### config.mk
export PLATFORM = sky130hd
export DESIGN_NAME = mcp3202_spi_master
export DESIGN_NICKNAME = d
export VERILOG_FILES = /design/src/rtl/mcp3202_spi_master.sv
export SDC_FILE = /design/constraint.sdc
export NUM_CORES = 1
export LEC_CHECK = 0
export ABC_AREA = 1
export CORE_MARGIN = 3
export CORE_UTILIZATION = 43
export CTS_CLUSTER_DIAMETER = 60
export DETAILED_ROUTE_END_ITERATION = 7
export GPL_ROUTABILITY_DRIVEN = 1
export SYNTH_ARGS = -nofsm -noshare
export SYNTH_HDL_FRONTEND = slang
export SYNTH_SLANG_ARGS = --single-unit
### constraint.sdc
create_clock -name clk -period 1.79 [get_ports clk]
set_input_delay 0.179 -clock clk [delete_from_list [all_inputs] [get_ports clk]]
set_output_delay 0.179 -clock clk [all_outputs]
set_load 0.01 [all_outputs]
### src/rtl/mcp3202_spi_master.sv
// MCP3202 SPI mode-0 initiator: one conversion per sample period.
// Captures the 12-bit result and strobes dv for one cycle.
module mcp3202_spi_master #(
    parameter int unsigned FCLK = 100_000_000,
    parameter int unsigned FSCK = 500_000,
    parameter int unsigned FS   = 500,
    parameter int unsigned MSBF = 1
) (
    input  logic        clk,
    input  logic        rst_n,
    input  logic        en,
    input  logic        sgl,
    input  logic        odd,
    input  logic        miso,
    output logic        mosi,
    output logic        sck,
    output logic        cs,
    output logic [11:0] data,
    output logic        data_ch,
    output logic        dv,
    output logic        busy
);

    localparam int unsigned HALF = FCLK / (2 * FSCK);
    localparam int unsigned TS   = FCLK / FS;
    localparam int unsigned CSH  = (FCLK + 1_999_999) / 2_000_000;
    localparam longint unsigned HALF_NS =
        (64'(HALF) * 64'd1_000_000_000) / 64'(FCLK);
    localparam int CW = $clog2(HALF + 1);
    localparam int TW = $clog2(TS + 1);

    if (HALF_NS < 64'd100) begin : g_bad_half
        $error("SCK half period shorter than 100 ns");
    end
    if (TS < 36 * HALF + CSH) begin : g_bad_ts
        $error("sample period too short for one frame");
    end
    if (MSBF != 1) begin : g_bad_msbf
        $error("only MSB-first readout is supported");
    end

    typedef enum logic [1:0] {
        IDLE,
        SETUP,
        SHIFT,
        DONE
    } state_t;

    state_t        state_q, state_d;
    logic [TW-1:0] tmr_q, tmr_d;
    logic [CW-1:0] cnt_q, cnt_d;
    logic [4:0]    bit_q, bit_d;
    logic          sgl_q, sgl_d;
    logic          odd_q, odd_d;
    logic [11:0]   sr_q, sr_d;
    logic          cs_q, cs_d;
    logic          sck_q, sck_d;
    logic          mosi_q, mosi_d;
    logic          dv_q, dv_d;
    logic          busy_q, busy_d;
    logic [11:0]   data_q, data_d;
    logic          data_ch_q, data_ch_d;

    logic tick;
    logic half_end;
    logic last_low;
    logic rise;
    logic fall;

    assign tick     = (tmr_q == '0);
    assign half_end = (cnt_q == '0);
    assign last_low = (bit_q == 5'd17) && !sck_q;

    // rise/fall mark the clk cycle in which sck toggles
    assign rise = half_end &&
                  ((state_q == SETUP) ||
                   ((state_q == SHIFT) && !sck_q && !last_low));
    assign fall = half_end && (state_q == SHIFT) && sck_q;

    always_ff @(posedge clk) begin
        if (!rst_n) begin
            state_q   <= IDLE;
            tmr_q     <= TW'(CSH);
            cnt_q     <= '0;
            bit_q     <= '0;
            sgl_q     <= 1'b0;
            odd_q     <= 1'b0;
            sr_q      <= '0;
            cs_q      <= 1'b1;
            sck_q     <= 1'b0;
            mosi_q    <= 1'b0;
            dv_q      <= 1'b0;
            busy_q    <= 1'b0;
            data_q    <= '0;
            data_ch_q <= 1'b0;
        end else begin
            state_q   <= state_d;
            tmr_q     <= tmr_d;
            cnt_q     <= cnt_d;
            bit_q     <= bit_d;
            sgl_q     <= sgl_d;
            odd_q     <= odd_d;
            sr_q      <= sr_d;
            cs_q      <= cs_d;
            sck_q     <= sck_d;
            mosi_q    <= mosi_d;
            dv_q      <= dv_d;
            busy_q    <= busy_d;
            data_q    <= data_d;
            data_ch_q <= data_ch_d;
        end
    end

    always_comb begin
        state_d = state_q;
        cnt_d   = cnt_q;
        bit_d   = bit_q;
        tmr_d   = tick ? TW'(TS - 1) : tmr_q - 1'b1;
        unique case (state_q)
            IDLE: begin
                if (tick && en) begin
                    state_d = SETUP;
                    cnt_d   = CW'(HALF - 1);
                    bit_d   = '0;
                end
            end
            SETUP: begin
                if (half_end) begin
                    state_d = SHIFT;
                    cnt_d   = CW'(HALF - 1);
                    bit_d   = 5'd1;
                end else begin
                    cnt_d = cnt_q - 1'b1;
                end
            end
            SHIFT: begin
                if (!half_end) begin
                    cnt_d = cnt_q - 1'b1;
                end else begin
                    cnt_d = CW'(HALF - 1);
                    if (last_low) begin
                        state_d = DONE;
                    end else if (!sck_q) begin
                        bit_d = bit_q + 5'd1;
                    end
                end
            end
            DONE: begin
                state_d = IDLE;
            end
            default: begin
                state_d = IDLE;
            end
        endcase
    end

    always_comb begin
        cs_d      = cs_q;
        sck_d     = sck_q;
        mosi_d    = mosi_q;
        busy_d    = busy_q;
        dv_d      = 1'b0;
        data_d    = data_q;
        data_ch_d = data_ch_q;
        sr_d      = sr_q;
        sgl_d     = sgl_q;
        odd_d     = odd_q;
        unique case (state_q)
            IDLE: begin
                cs_d   = 1'b1;
                sck_d  = 1'b0;
                mosi_d = 1'b0;
                busy_d = 1'b0;
                if (tick && en) begin
                    cs_d   = 1'b0;
                    busy_d = 1'b1;
                    mosi_d = 1'b1;
                    sgl_d  = sgl;
                    odd_d  = odd;
                end
            end
            SETUP, SHIFT: begin
                if (rise) begin
                    sck_d = 1'b1;
                    // rises 6..17 carry B11..B0
                    if (bit_q >= 5'd5) begin
                        sr_d = {sr_q[10:0], miso};
                    end
                end
                if (fall) begin
                    sck_d = 1'b0;
                    case (bit_q)
                        5'd1:    mosi_d = sgl_q;
                        5'd2:    mosi_d = odd_q;
                        5'd3:    mosi_d = 1'(MSBF);
                        default: mosi_d = 1'b0;
                    endcase
                end
            end
            DONE: begin
                cs_d      = 1'b1;
                sck_d     = 1'b0;
                mosi_d    = 1'b0;
                busy_d    = 1'b0;
                dv_d      = 1'b1;
                data_d    = sr_q;
                data_ch_d = odd_q;
            end
            default: begin
                cs_d   = 1'b1;
                sck_d  = 1'b0;
                mosi_d = 1'b0;
                busy_d = 1'b0;
            end
        endcase
    end

    assign mosi    = mosi_q;
    assign sck     = sck_q;
    assign cs      = cs_q;
    assign data    = data_q;
    assign data_ch = data_ch_q;
    assign dv      = dv_q;
    assign busy    = busy_q;

endmodule

==> results of run 1 <==
worst max-delay path, stage by stage, from the launching register on:
cell,delay (ns)
dfxtp_4,0.36
inv_4,0.08
ha_4,0.12
inv_1,0.04
nor2_1,0.08
nand3_1,0.09
nor2_2,0.18
nand3_2,0.15
nand2_4,0.15
buf_12,0.13
nand2_8,0.06
nor3_1,0.13
nor2_1,0.05
logic make-up (layout without fill, tap and decap cells):
| logic type | after synthesis | count (layout) |
|---|---|---|
| simple gates | 219 | 220 |
| compound gates | 64 | 64 |
| flops | 64 | 64 |
| buf+inv | 63 | 108 |
| fa+ha+maj | 12 | 12 |
| xor+xnor | 8 | 8 |
where the power goes:
group	switching, uW	leakage [uW]	internal, uW
clock	603	0.0000809	542
combinational	1330	0.00102	855
sequential	124	0.000519	1590
total	2060	0.00162	2990
final cells by class:
cell class              instances  area (um^2)  share of cell area
clock buffers                  10          138              0.0361
clock inverters                 6         43.8              0.0115
inverters                      51          194              0.0509
multi-input cells             304         1650               0.433
flip-flops and latches         64         1280               0.337
well taps                      96          120              0.0315
repair buffers                 41          378              0.0992
per-stage QoR:
stage	total power, uW	setup slack, ns	instance area [um^2]	setup TNS [ns]
after global routing	5430	-0.0105	3810	-0.0255
after floorplan	3200	0.218	3110	0
after global placement	3630	0.0984	3470	0
after detailed placement	3640	0.0533	3470	0
final	5040	0.0832	3810	0
after CTS	4780	0.0425	3660	0
registers in the layout, summed over array words and instances, names as in the netlist, 2 cells and up:
name     cells
cnt_q        7
state_q      2
tmr_q       18
data        12
bit_q        5
sr_q        12
cells in the mapped netlist (2+ instances only):
cell / number
xnor2_1: 3
nor2_1: 72
o21ai_0: 27
nand2_2: 2
nor2_2: 5
a21oi_1: 30
xor2_1: 5
inv_1: 50
nand3_1: 39
buf_2: 5
ha_1: 12
nand3_2: 2
nor3_1: 7
nand4_1: 6
nand2_4: 2
nand2_1: 77
nor2_4: 2
a31oi_1: 3
dfxtp_1: 64
a21oi_4: 2
clkbuf_1: 4
routing by layer:
metal | global-route usage | wire length [um] | vias up
li1 | - | - | 1465
met1 | 0.209 | 3320 | 1258
met2 | 0.299 | 3370 | 28
met3 | 0.0323 | 170 | 12
met4 | 0.0905 | 144 | 0
met5 | 0 | 0 | -
final timing paths:
check,startpoint,endpoint,cells past startpoint
worst max-delay path,tmr_q[0]$_SDFF_PN0_,cnt_q[6]$_SDFFE_PN0P_,12
worst min-delay path,sgl,sgl_q$_SDFFE_PN0P_,3
worst max register to register,tmr_q[0]$_SDFF_PN0_,cnt_q[6]$_SDFFE_PN0P_,12
worst min register to register,sgl_q$_SDFFE_PN0P_,sgl_q$_SDFFE_PN0P_,2
timing repair:
action	4_1_cts	5_1_grt
buffers inserted	0	8
gates resized for setup	0	25
endpoints found under the setup margin	0	31
endpoints found under the hold margin	0	0
==> flow_summary.toml, run 1 <==
[worst_setup_path]
worstPathArrival_ns = 1.94
regToRegSetupSlack_ns = 0.08
critPathKind = "flop to flop"
worstPathRequired_ns = 2.02
cp_max_fo = 5
cp-end-kind = "flop"
start_kind = "flop"

[sta]
fin_crit_ns = 1.71
max_freq_mhz = 586
worst_pin_slew_ns = 0.789
hold_viol = 0
fin_skew_ns = 0.00806
finalCritPeriodShare = 0.954
finalSetupViolCount = 0
slew_viol_final = 0
slew_headroom = 0.473
timing.hold.ws_ns = 0.415

[floorplanning]
ios = 24
fp.dieW_um = 91.1
die_area_um2 = 8290
start_util = 0.451
fp-row-count = 30
core-area_um2 = 6910
die_height_um = 91.1

[placed_design]
gp_congestion = 0.860
post-dp-hpwl_um = 4820
dpl.cell_count = 547
port_buffers = 23

[logic_synthesis]
synthAdderAreaFrac = 0.0483
synth_xor_area_frac = 0.0225
yosysTopAreaCell = "dfxtp_1"
syn_inst = 430
synth_area_leaders = "dfxtp_1 41%, nand2_1 9.3%, nor2_1 8.7%"
synth_warnings = 0
synth_top_flop_cell = "dfxtp_1"
synth_top_area_frac = 0.412
synth-compound-area-share = 0.113
synth_simple_gate_area_frac = 0.323
synth-edff-count = 0
netlist_area_um2 = 3110
synth_top_family_by_area = "simple AND/OR/NAND/NOR gates"
seq_area_frac_synth = 0.412
ys_async_sr_fraction = 0
synthesis.nets = 448
ys_seq_elements = 64
ys_types = 32
muxShareOfSynthArea = 0
synth_area_per_cell_um2 = 7.24

[cts]
cts_buffer_depth = 2
cts.sink_count = 64
clk_latency_ns = 0.34
cts_inserted_buffers = 9
clk_pin_slew_ns = 0.08
h-tree-depth = 3
cts_tree = "yes"
hold_buffers = 0
cts_root_buf = "clkbuf_8"

[detailed_routing]
ant_nets = 0
post_drt_wl_per_cell_um = 12.2
drc = 0
first_iter_violations = 84
vias = 2763
drtPass1Iterations = 4
post_drt_via_cell_ratio = 4.83
wirelength_um = 7000

[layout]
mostFrequentLayoutCells = "72 x nand2_1, 70 x nor2_1, 63 x dfxtp_1"
fillers = 713
fin_util = 0.551
syn2layout_area_growth_pct = 22.4
drive_above_1_share = 0.153
n_antenna_cell = 0
final_common_cell = "nand2_1"
stdcell_count = 572
fin_nets = 489

[grt]
antenna_found_initial = 0
grt_util_all_layers = 0.175
grt_max_degree = 24
overflow = 0
grt_pass1_vias = 2744
grt_pass1_wl_um = 11900

[power_and_ir_drop]
peakVddDrop_v = 0.000408
power_per_cell_area_nw_per_um2 = 1320
p_leak_uw = 0.00162

[worst_hold_path]
hold_path_class = "input port to flop"

[run]
maxCapViolations = 0

[status]
outcome = "finished clean"
Power figures use the tool's default switching activity.
==> run 2: changes to the inputs <==
Settings changed: CORE_UTILIZATION 43 to 25, GPL_ROUTABILITY_DRIVEN 1 to 0.
==> run 2 against run 1 <==
Combinational power fell by 7%. Wire length rose by 2.1%. Highest routed layer unchanged. First-iteration DRC count increased by 110%. Count of clock-buffer cells in the layout stayed put. Via count rose by 0.72%. Hold slack better by 0.053 ns. Fmax up 4.6%. Non-clock buffer count fell by 3. Clock skew decreased by 0.0048 ns. Critical endpoint is now sr_q[7]$_SDFFE_PN0P_. Cell area up 2.7%. Flip-flop and latch count is the same.
==> flow_summary.toml, run 2 (synthesis gave the netlist of run 1 again) <==
[floorplanning]
die_height_um = 118
fp-row-count = 40
die_area_um2 = 13800
core-area_um2 = 12100
start_util = 0.257
ios = 24
fp.dieW_um = 118

[power_and_ir_drop]
power_per_cell_area_nw_per_um2 = 1370
peakVddDrop_v = 0.000681
p_leak_uw = 0.00166

[worst_setup_path]
worstPathCellList = "inv_1 -> ha_1 -> nand3_1 -> nand3b_1 -> a21oi_4 -> buf_4 -> nand3_1 -> a21oi_1"
worstPathArrival_ns = 1.88
critPathKind = "flop to flop"
start_kind = "flop"
cp_max_fo = 12
max_stage_delay_ns = 0.33
worstPathRequired_ns = 2.04
regToRegSetupSlack_ns = 0.16
cp_slowest_cell = "dfxtp_1"
crit_top_cell = "nand3_1"
cp-end-kind = "flop"

[run]
maxCapViolations = 0

[cts]
cts_tree = "yes"
cts.sink_count = 64
cts_root_buf = "clkbuf_16"
clk_latency_ns = 0.33
h-tree-depth = 3
cts_inserted_buffers = 9
clk_pin_slew_ns = 0.05
cts_buffer_depth = 2

[sta]
finalCritPeriodShare = 0.911
tns_ns = 0
fin_crit_ns = 1.63
slew_headroom = 0.678
max_freq_mhz = 613
timing.hold.ws_ns = 0.469
worst_pin_slew_ns = 0.480
slew_viol_final = 0
finalSetupViolCount = 0
fin_ws_ns = 0.158
rsz0062_at_grt = "yes"
fin_skew_ns = 0.00330
hold_viol = 0

[grt]
overflow = 0
grt_util_all_layers = 0.107
grt_pass1_vias = 2682
antenna_found_initial = 0
grt_pass1_wl_um = 12300
grt_max_degree = 20

[detailed_routing]
drc = 0
post_drt_wl_per_cell_um = 11.2
ant_nets = 0
vias = 2783
drtPass1Iterations = 5
post_drt_via_cell_ratio = 4.34
first_iter_violations = 175
wirelength_um = 7150

[placed_design]
pre_cts_ws_ns = 0.0403
dpl.cell_count = 622
port_buffers = 23
post-dp-hpwl_um = 5160

[layout]
fin_nets = 486
top_register = "tmr_q"
fillers = 1320
stdcell_count = 641
largest_reg_flops = 18
mostFrequentLayoutCells = "76 x nand2_1, 71 x nor2_1, 63 x dfxtp_1"
syn2layout_area_growth_pct = 25.6
n_antenna_cell = 0
drive_above_1_share = 0.127
final_common_cell = "nand2_1"

[status]
outcome = "finished clean"

[worst_hold_path]
hold_path_class = "flop to flop"
-- run 2: where the power goes --
part	leakage, uW	switching [uW]	total, uW	internal, uW
clock	0.000134	611	1570	962
sequential	0.000519	135	1730	1590
combinational	0.00100	1270	2040	768
-- run 2: through the flow --
| stage | utilization | area [um^2] | total power (uW) |
|---|---|---|---|
| 2_1_floorplan | - | 3110 | 3200 |
| 3_3_place_gp | 0.296 | 3590 | 3640 |
| 3_5_place_dp | 0.296 | 3590 | 3670 |
| 4_1_cts | 0.319 | 3860 | 5290 |
| 5_1_grt | 0.323 | 3910 | 5740 |
| 6_report | 0.323 | 3910 | 5340 |
-- run 2: area by class of cell --
type	instances	area (um^2)	area share
clock buffer	10	239	0.0611
tap	168	210	0.0538
multi-input combinational	304	1610	0.411
timing repair buffer	38	343	0.0877
clock inverter	6	35.0	0.00896
sequential	64	1280	0.328
inverter	51	191	0.0490
-- run 2: critical path, delay by kind of cell (launching register included) --
kind                     cells  cell delay (ns)
flip-flops                   1             0.33
AO/OA/AOI/OAI                2             0.37
adder cells (fa/ha/maj)      1             0.21
buffers and inverters        2             0.28
AND/OR/NAND/NOR              3             0.36
-- run 2: final timing paths --
path                                             from                   end  depth (start not counted)
worst max-delay path            bit_q[1]$_SDFFE_PN0P_  sr_q[7]$_SDFFE_PN0P_                          8
worst max register to register  bit_q[1]$_SDFFE_PN0P_  sr_q[7]$_SDFFE_PN0P_                          8
worst min register to register     sgl_q$_SDFFE_PN0P_    sgl_q$_SDFFE_PN0P_                          2
worst min-delay path               sgl_q$_SDFFE_PN0P_    sgl_q$_SDFFE_PN0P_                          2
-- run 2: what timing repair did --
item,4_1_cts,5_1_grt
endpoints found under the setup margin,0,25
hold buffers,0,0
gates resized for setup,0,10
buffers inserted,0,2
-- run 2: layer usage --
| layer | vias to the layer above | GRT usage | routed length (um) | share of wire |
|---|---|---|---|---|
| li1 | 1460 | - | - | - |
| met1 | 1278 | 0.134 | 3460 | 0.48 |
| met2 | 35 | 0.173 | 3300 | 0.46 |
| met3 | 10 | 0.0269 | 248 | 0.035 |
| met4 | 0 | 0.0527 | 146 | 0.020 |
| met5 | - | 0 | 0 | 0 |
==> run 3: changes to the inputs <==
Settings changed: ABC_CLOCK_PERIOD_IN_PS from default to 1900.
Clock period 1.79 ns to 1.9 ns, I/O delays scaled along.
==> run 3 against run 2 <==
Clock skew is essentially flat. Hold slack lost 0.013 ns. Combinational power shrank 13%. Critical endpoint is now sr_q[4]$_SDFFE_PN0P_. Wire length shrank 2.7%. Via count shrank 1.4%. Non-clock buffer count shrank 8. Total power shrank 3.9%.
==> flow_summary.toml, run 3 (synthesis gave the netlist of run 1 again) <==
[sta]
rsz0062_at_grt = "no"
finalCritPeriodShare = 0.929
fin_crit_ns = 1.76
hold_viol = 0
slew_headroom = 0.507
finalSetupViolCount = 0
worst_pin_slew_ns = 0.738
fin_skew_ns = 0.00368
slew_viol_final = 0
tns_ns = 0
max_freq_mhz = 567

[worst_setup_path]
crit_start = "state_q[0]$_SDFFE_PN0P_"
timing.rr.start = "state_q[0]$_SDFFE_PN0P_"
crit_end = "sr_q[4]$_SDFFE_PN0P_"
regToRegSetupSlack_ns = 0.14
cp_max_fo = 12
worstPathRequired_ns = 2.15
cp-end-kind = "flop"
start_kind = "flop"
critPathKind = "flop to flop"
worstRegToRegCells = 7
rr_endpoint = "sr_q[4]$_SDFFE_PN0P_"
worstPathArrival_ns = 2.01

[cts]
cts_tree = "yes"
clk_latency_ns = 0.33
h-tree-depth = 3
cts.sink_count = 64
cts_inserted_buffers = 9
cts_root_buf = "clkbuf_16"
clk_pin_slew_ns = 0.05
cts_buffer_depth = 2

[detailed_routing]
wirelength_um = 6960
post_drt_via_cell_ratio = 4.34
ant_nets = 0
drtPass1Iterations = 4
vias = 2744
drc = 0
post_drt_wl_per_cell_um = 11.0
first_iter_violations = 120

[status]
outcome = "finished clean"

[power_and_ir_drop]
power_per_cell_area_nw_per_um2 = 1330
p_leak_uw = 0.00164
peakVddDrop_v = 0.000817

[grt]
grt_pass1_wl_um = 11900
busiest_layer = "met2"
grt_max_degree = 24
grt_pass1_vias = 2571
met2_usage = 0.166
use_met1 = 0.133
antenna_found_initial = 0
grt_util_all_layers = 0.105
use_met3 = 0.0327
overflow = 0

[layout]
seq_area_um2 = 1280
top_register = "tmr_q"
drive_above_1_share = 0.0927
n_antenna_cell = 0
largest_reg_flops = 18
mostFrequentLayoutCells = "76 x nand2_1, 72 x nor2_1, 64 x dfxtp_1"
multi_input_area_um2 = 1580
final_common_cell = "nand2_1"
fillers = 1329
fin_nets = 477
syn2layout_area_growth_pct = 24.2
stdcell_count = 632

[floorplanning]
fp.dieW_um = 118
ios = 24
fp-row-count = 40
start_util = 0.257
core-area_um2 = 12100
die_area_um2 = 13800
die_height_um = 118

[worst_hold_path]
hold_path_class = "input port to flop"

[run]
maxCapViolations = 0

[placed_design]
dpl.cell_count = 616
post-dp-hpwl_um = 5110
port_buffers = 23
run 3: metrics by stage:
step / util / cell area [um^2] / total power, uW / worst slack (ns) / hold WS (ns)
after detailed placement: 0.292 / 3540 / 3430 / 0.0824 / 0.459
final: 0.319 / 3860 / 5130 / 0.135 / 0.456
after CTS: 0.319 / 3860 / 5170 / 0.0591 / 0.449
after global placement: 0.292 / 3540 / 3390 / 0.187 / 0.459
after global routing: 0.319 / 3860 / 5480 / 0.000288 / 0.469
after floorplan: - / 3110 / 3010 / 0.328 / 0.313
run 3: worst min-delay path by stage:
stage | cells after the start | endpoint | start | slack, ns
finish | 3 | sr_q[0]$_SDFFE_PN0P_ | miso | 0.46
global route | 3 | sr_q[0]$_SDFFE_PN0P_ | miso | 0.47
CTS | 3 | sr_q[0]$_SDFFE_PN0P_ | miso | 0.45
detailed placement | 2 | sr_q[11]$_SDFFE_PN0P_ | sr_q[11]$_SDFFE_PN0P_ | 0.46
global placement | 2 | sgl_q$_SDFFE_PN0P_ | sgl_q$_SDFFE_PN0P_ | 0.46
floorplan | 2 | mosi$_SDFFE_PN0P_ | rst_n | 0.31
run 3: critical path: stages, from the launching register on:
cell     delay, ns
dfxtp_1       0.37
inv_1         0.10
ha_1          0.46
inv_2         0.11
nor2_1        0.19
buf_4         0.22
nand3_1       0.08
a21oi_1       0.16
run 3: where the power goes:
part	switching [uW]	total (uW)	internal [uW]
sequential	128	1630	1500
clock	576	1730	1160
combinational	1140	1770	632
run 3: final cells by class:
type | instances | area share
clock buffers | 14 | 0.0735
repair buffers | 30 | 0.0732
inverters | 51 | 0.0495
multi-input cells | 303 | 0.409
well taps | 168 | 0.0544
clock inverters | 2 | 0.00907
flip-flops and latches | 64 | 0.332
run 3: routing by layer:
metal / up-vias / wire length, um
met5: - / 0
met4: 0 / 113
met3: 10 / 252
met2: 36 / 3130
met1: 1255 / 3460
li1: 1443 / -
run 3: repair_timing:
item                       CTS  global route
hold buffers                 0             0
setup endpoints to repair    0            13
resized for setup            0             1
buffers inserted             0             0
